[src/rtl/pixel_serializer_pkg.sv]
// Shared constants and types for the pixel serializer: default glyph geometry,
// the shifter state encoding and a counter-width helper.
package pixel_serializer_pkg;

  localparam int DEFAULT_WIDTH   = 8;
  localparam int DEFAULT_PIX_REP = 1;

  // The shifter is either waiting for a byte or holding one that is being shifted.
  typedef enum logic {
    ST_EMPTY = 1'b0,
    ST_SHIFT = 1'b1
  } ser_state_e;

  // Counter width for a 0..n-1 counter, never narrower than one bit.
  function automatic int cnt_width(input int n);
    return (n > 1) ? $clog2(n) : 1;
  endfunction

endpackage

[src/rtl/pixel_serializer_if.sv]
// Glyph byte handshake between the character fetch path and the serializer.
//
// Handshake: the source drives data_in/data_valid, the serializer drives en_nxt
// (ready). A byte transfers on every rising edge where data_valid && en_nxt.
// en_nxt does not depend on data_valid, and the source may raise or drop
// data_valid freely; data_in is only sampled on a transfer edge.
interface pixel_serializer_if #(
  parameter int WIDTH = pixel_serializer_pkg::DEFAULT_WIDTH
);
  logic [WIDTH-1:0] data_in;
  logic             data_valid;
  logic             en_nxt;

  modport master (output data_in, output data_valid, input en_nxt);
  modport slave  (input data_in, input data_valid, output en_nxt);
endinterface

[src/rtl/pixel_serializer_pix_shift_reg.sv]
// Shift datapath: the glyph byte being displayed, its bit counter and the
// horizontal-zoom repeat counter. Shifts MSB-first, one bit per PIX_REP enables.
module pixel_serializer_pix_shift_reg
  import pixel_serializer_pkg::*;
#(
  parameter int WIDTH   = DEFAULT_WIDTH,
  parameter int PIX_REP = DEFAULT_PIX_REP
) (
  input  logic             clk,
  input  logic             rst_n,
  input  logic             clear,
  input  logic             load,
  input  logic [WIDTH-1:0] load_data,
  input  logic             enable,
  output logic             msb,
  output logic             last
);

  localparam int CW = cnt_width(WIDTH);
  localparam int RW = cnt_width(PIX_REP);
  localparam logic [CW-1:0] BIT_LAST = CW'(WIDTH - 1);
  localparam logic [RW-1:0] REP_LAST = RW'(PIX_REP - 1);

  logic [WIDTH-1:0] shreg;
  logic [CW-1:0]    bitcnt;
  logic [RW-1:0]    repcnt;

  // Clear beats load beats shift; counters return to zero explicitly at their ends.
  always_ff @(posedge clk or negedge rst_n) begin
    if (!rst_n) begin
      shreg  <= '0;
      bitcnt <= '0;
      repcnt <= '0;
    end else if (clear) begin
      bitcnt <= '0;
      repcnt <= '0;
    end else if (load) begin
      shreg  <= load_data;
      bitcnt <= '0;
      repcnt <= '0;
    end else if (enable) begin
      if (repcnt == REP_LAST) begin
        repcnt <= '0;
        shreg  <= {shreg[WIDTH-2:0], 1'b0};
        bitcnt <= (bitcnt == BIT_LAST) ? '0 : bitcnt + CW'(1);
      end else begin
        repcnt <= repcnt + RW'(1);
      end
    end
  end

  assign msb  = shreg[WIDTH-1];
  assign last = (bitcnt == BIT_LAST) && (repcnt == REP_LAST);

endmodule

[src/rtl/pixel_serializer.sv]
// Glyph-row serializer: a holding register in front of a shift register turns
// fetched glyph bytes into a one-bit pixel stream for the RGB stage. Shifting
// advances only in the visible area; line_start flushes everything.
module pixel_serializer
  import pixel_serializer_pkg::*;
#(
  parameter int WIDTH   = DEFAULT_WIDTH,
  parameter int PIX_REP = DEFAULT_PIX_REP
) (
  input  logic                vga_clk,
  input  logic                reset,
  input  logic                display_area,
  input  logic                line_start,
  pixel_serializer_if.slave   pix,
  output logic                serial_output,
  output logic                underrun,
  output ser_state_e          dbg_state
);

  ser_state_e       state;
  ser_state_e       state_nxt;
  logic [WIDTH-1:0] hold;
  logic             hold_full;
  logic             underrun_q;
  logic             accept;
  logic             load;
  logic             take;
  logic             shift_en;
  logic             sh_msb;
  logic             sh_last;

  assign pix.en_nxt = !hold_full;
  assign accept     = pix.data_valid && !hold_full;

  // Shifter state register (state == ST_SHIFT is the shreg-full flag).
  always_ff @(posedge vga_clk or negedge reset) begin
    if (!reset) state <= ST_EMPTY;
    else        state <= state_nxt;
  end

  // Next state plus load/shift strobes; line_start suppresses all shifter activity.
  always_comb begin
    state_nxt = state;
    load      = 1'b0;
    take      = 1'b0;
    shift_en  = 1'b0;
    if (line_start) begin
      state_nxt = ST_EMPTY;
    end else begin
      case (state)
        ST_EMPTY: begin
          if (hold_full) begin
            load      = 1'b1;
            take      = 1'b1;
            state_nxt = ST_SHIFT;
          end
        end
        ST_SHIFT: begin
          if (display_area) begin
            if (sh_last && hold_full) begin
              // Seamless reload: the next byte's MSB follows with no gap pixel.
              load = 1'b1;
              take = 1'b1;
            end else begin
              shift_en = 1'b1;
              if (sh_last) state_nxt = ST_EMPTY;
            end
          end
        end
        default: state_nxt = ST_EMPTY;
      endcase
    end
  end

  // Holding register: written on accept, emptied by a transfer or a line flush.
  always_ff @(posedge vga_clk or negedge reset) begin
    if (!reset) begin
      hold      <= '0;
      hold_full <= 1'b0;
    end else begin
      if (accept) hold <= pix.data_in;
      if (line_start) hold_full <= accept;
      else            hold_full <= accept || (hold_full && !take);
    end
  end

  // Sticky underrun: visible pixel requested while the shifter was empty.
  always_ff @(posedge vga_clk or negedge reset) begin
    if (!reset)                                  underrun_q <= 1'b0;
    else if (line_start)                         underrun_q <= 1'b0;
    else if (display_area && state == ST_EMPTY)  underrun_q <= 1'b1;
  end

  pixel_serializer_pix_shift_reg #(
    .WIDTH  (WIDTH),
    .PIX_REP(PIX_REP)
  ) u_shift (
    .clk      (vga_clk),
    .rst_n    (reset),
    .clear    (line_start),
    .load     (load),
    .load_data(hold),
    .enable   (shift_en),
    .msb      (sh_msb),
    .last     (sh_last)
  );

  assign serial_output = (state == ST_SHIFT) && sh_msb;
  assign underrun      = underrun_q;
  assign dbg_state     = state;

endmodule
[src/flat_wrapper.sv]
// flat-port wrapper written by rule: the top's interface ports become plain ports
module pixel_serializer_flat import pixel_serializer_pkg::*;
#(
  parameter int WIDTH   = DEFAULT_WIDTH,
  parameter int PIX_REP = DEFAULT_PIX_REP
)
  (vga_clk, reset, display_area, line_start, serial_output, underrun, dbg_state, pix_data_in, pix_data_valid, pix_en_nxt);
  pixel_serializer_if #(.WIDTH(WIDTH)) pix_i ();
  input  logic vga_clk;
  input  logic reset;
  input  logic display_area;
  input  logic line_start;
  output logic serial_output;
  output logic underrun;
  output ser_state_e dbg_state;
  input wire logic [$bits(pix_i.data_in)-1:0] pix_data_in;
  input wire logic [$bits(pix_i.data_valid)-1:0] pix_data_valid;
  output wire logic [$bits(pix_i.en_nxt)-1:0] pix_en_nxt;
  assign pix_i.data_in = pix_data_in;
  assign pix_i.data_valid = pix_data_valid;
  assign pix_en_nxt = pix_i.en_nxt;
  pixel_serializer #(.WIDTH(WIDTH), .PIX_REP(PIX_REP)) u_core (.vga_clk(vga_clk), .reset(reset), .display_area(display_area), .line_start(line_start), .pix(pix_i), .serial_output(serial_output), .underrun(underrun), .dbg_state(dbg_state));
endmodule
[config.mk]
export PLATFORM = sky130hd
export DESIGN_NAME = pixel_serializer_flat
export DESIGN_NICKNAME = d
export VERILOG_FILES = /design/src/rtl/pixel_serializer_pkg.sv /design/src/rtl/pixel_serializer_if.sv /design/src/rtl/pixel_serializer_pix_shift_reg.sv /design/src/rtl/pixel_serializer.sv /design/src/flat_wrapper.sv
export SDC_FILE = /design/constraint.sdc
export NUM_CORES = 1
export LEC_CHECK = 0
export ABC_AREA = 0
export ABC_CLOCK_PERIOD_IN_PS = 2800
export BUFFER_PORTS_ARGS = -buffer_cell sky130_fd_sc_hd__buf_2
export CAP_MARGIN = 0
export CORE_ASPECT_RATIO = 0.8
export CORE_MARGIN = 2
export CORE_UTILIZATION = 40
export DETAILED_ROUTE_END_ITERATION = 8
export PLACE_DENSITY = 0.62
export SLEW_MARGIN = 20
export SYNTH_ARGS = -nofsm -noshare
export SYNTH_HDL_FRONTEND = slang
export SYNTH_SLANG_ARGS = --single-unit
[constraint.sdc]
create_clock -name vga_clk -period 2.8 [get_ports vga_clk]
set_input_delay 0 -clock vga_clk [delete_from_list [all_inputs] [get_ports vga_clk]]
set_output_delay 0 -clock vga_clk [all_outputs]
set_load 0.01 [all_outputs]
==> impl_metrics.csv <==
group,metric,value,unit
synthesis,synthTopCellsByCount,"22 x dfrtp_1, 11 x o21ai_0, 8 x mux2_2, 7 x a2bb2oi_1, 7 x a311oi_1",
floorplan,pin_count,17,
route,routedWlPerCell,13.7,microns
place,numPortBuffers,16,
clocking,clk_latency,300,ps
global_routing,grt_max_degree,23,
sta,fin_crit,1710,ps
worst_setup_path,reg2reg_from,"u_core.u_shift.bitcnt[0]",
sta,rsz0062_at_grt,"false",
synthesis,avgSynthCellArea,11.3,sq um
floorplan,row_count,16,
worst_setup_path,critPathKind,"flop to flop",
synthesis,synth_warnings,0,
sta,finalCritPeriodShare,61.2,%
synthesis,syn_area,1060,sq um
synthesis,synth-edff-count,0,
route,remaining_drc_errors,0,
sta,skew,8.88,ps
synthesis,syn-num-nets,109,
worst_setup_path,critPathLaunch,"u_core.u_shift.bitcnt[0]",
clocking,clk_path_buf_depth,2,
worst_setup_path,endpoint,"u_core.u_shift.shreg[4]",
clocking,cts_root_buf,"clkbuf_4",
route,ant_nets,0,
worst_setup_path,crit_required,3030,ps
synthesis,ys_types,24,
sta,relSlewSlack,53.4,%
worst_setup_path,cp_data_arrival_time,1940,ps
floorplan,core_area,2480,sq um
job,cap_viol_max_count,0,
sta,fmax,0.584,GHz
synthesis,ys_ff_latch,22,
synthesis,synthArstFlopShare,100,%
global_routing,grt_overflow_total,0,
clocking,ctsHoldBuffers,9,
sta,whs,25.5,ps
sta,tightest_slew,698,ps
synthesis,ys_seq_area_share,51.9,%
synthesis,yosys.area.top_type_share,51.9,%
cells_and_area,finalNetCount,132,
place,place_inst,139,
worst_setup_path,reg2regPathDepth,5,
synthesis,synthFlopType,"dfrtp_1",
clocking,cts_setup_buffers,0,
pwr,p_leak,0.550,nW
pwr,power_density,588,nW/um^2
cells_and_area,fin_area,1260,sq um
worst_setup_path,r2r_end,"u_core.u_shift.shreg[4]",
synthesis,yosysMostFrequentCell,"dfrtp_1",
place,dp_hpwl,1.45,mm
sta,setup_tns,0,ps
pwr,p_sw_share,28.5,%
pwr,clockPowerShare,18.8,%
pwr,p_int,0.000530,W
route,vias_per_cell,5.37,
clocking,numCtsBuffers,3,
pwr,seqPwrFrac,58.8,%
cells_and_area,syn2layout_area_growth,19.0,%
global_routing,grt_pass1_vias,756,
cells_and_area,fin_cells,151,
pwr,peakVddDrop,0.000410,V
sta,setup_viol,0,
route,dr.pass1.iters,4,
floorplan,start_util,42.7,%
clocking,cts.sinks,22,
global_routing,antenna_found_initial,0,
cells_and_area,drive_above_1_share,24.3,%
synthesis,synth_top_area_cell,"dfrtp_1",
route,drt_iter0_markers,10,
global_routing,grt_pass1_wl,3.61,mm
worst_setup_path,crit_path_end_kind,"flop",
global_routing,gr-usage-all-layers,15.9,%
sta,hold_violations,0,
clocking,htreeDepth,1,
cells_and_area,fillers,241,
min_path,hp-class,"input pin to flop",
clocking,cts_tree,"done",
worst_setup_path,start_kind,"flop",
synthesis,synthCells,94,
clocking,path_clk_slew,120,ps
route,vias,811,
sta,drv_slew,0,
route,drt_wl_total,2.07,mm
floorplan,dieArea,3080,sq um
floorplan,die_w,61.6,microns
clocking,postCtsResizedCells,0,
outcome,outcome,"completed",
synthesis,synth_area_leaders,"dfrtp_1 52%, mux2_2 8.5%, a2bb2oi_1 5.8%",
worst_setup_path,r2r_slack,1090,ps
worst_setup_path,critPathMaxFanout,8,
pwr,p_sw,0.000212,W
cells_and_area,n_antenna_cell,0,
floorplan,die_y,50.1,microns
pwr,share_comb_of_total_power,22.4,%
place,gp_congestion,0.727,
place,place_area,1150,sq um
metrics by stage:
stage	setup slack, ps	utilization [%]	power [W]
after detailed placement	1090	46.3	0.000600
after global routing	876	50.9	0.000795
after CTS	1070	50.9	0.000750
after floorplan	1220	-	0.000549
after global placement	1110	46.3	0.000591
final	1090	50.9	0.000742
layout make-up:
cell class / instances / area, sq um / share of cell area, %
flip-flops and latches: 22 / 551 / 43.6
inverters: 3 / 11.3 / 0.892
multi-input cells: 62 / 463 / 36.7
well taps: 36 / 45.0 / 3.57
repair buffers: 25 / 170 / 13.5
clock buffers: 3 / 22.5 / 1.78
power by group through the flow:
stage	Sequential (W)	Combinational [W]	Clock [W]
floorplan	0.000419	0.000130	0
global placement	0.000438	0.000153	0
detailed placement	0.000441	0.000159	0
CTS	0.000436	0.000168	0.000146
global route	0.000444	0.000187	0.000164
finish	0.000437	0.000166	0.000139
placed cells by master, fill, tap and decap left out, types with 3 or more instances in the layout:
cell,synthesis,routed
dfrtp_1,22,22
buf_2,2,16
o21ai_0,11,11
dlygate4sd3_1,0,9
mux2_2,8,8
a311oi_1,7,7
a2bb2oi_1,7,7
nor2b_1,5,5
a21oi_1,5,5
nor2_1,4,4
inv_1,3,3
clkbuf_4,0,3
sequential cells by signal, summed over array words and instances (netlist names):
| signal | flops |
|---|---|
| u_core.hold | 8 |
| u_core.u_shift.shreg | 8 |
| u_core.u_shift.bitcnt | 3 |
| u_core.dbg_state | 1 |
| u_core.hold_full | 1 |
| u_core.underrun | 1 |
logic make-up after synthesis:
kind of cell               after synthesis  synth area share, %
buffers and inverters                   10                 4.48
DFF                                     22                 51.9
muxes                                    9                 9.79
and+or+nand+nor                         17                 9.20
AOI/OAI and AO/OA                       34                 22.3
adders and majority gates                2                 2.36
metal layers:
layer / vias to the layer above / wire length, microns / global-route usage, %
met3: 2 / 96 / 5.51
met2: 18 / 918 / 21.2
li1: 388 / - / -
met5: - / 0 / 0
met4: 0 / 8 / 1.06
met1: 403 / 1050 / 25.6
worst min path at each step:
| stage | start | depth (start not counted) | end |
|---|---|---|---|
| after CTS | line_start | 2 | u_core.u_shift.bitcnt[2] |
| after global placement | reset | 1 | u_core.u_shift.shreg[7] |
| final | line_start | 2 | u_core.u_shift.bitcnt[2] |
| after floorplan | reset | 0 | u_core.dbg_state |
| after detailed placement | reset | 1 | u_core.u_shift.bitcnt[2] |
| after global routing | line_start | 2 | u_core.u_shift.bitcnt[2] |
worst max-delay path: stages (launching register included):
cell and delay (ps):
dfrtp_1 420, ha_1 210, ha_1 220, a21boi_1 470
o21ai_0 140, a2bb2oi_1 180
No activity file was read; power rests on OpenSTA's default activity.
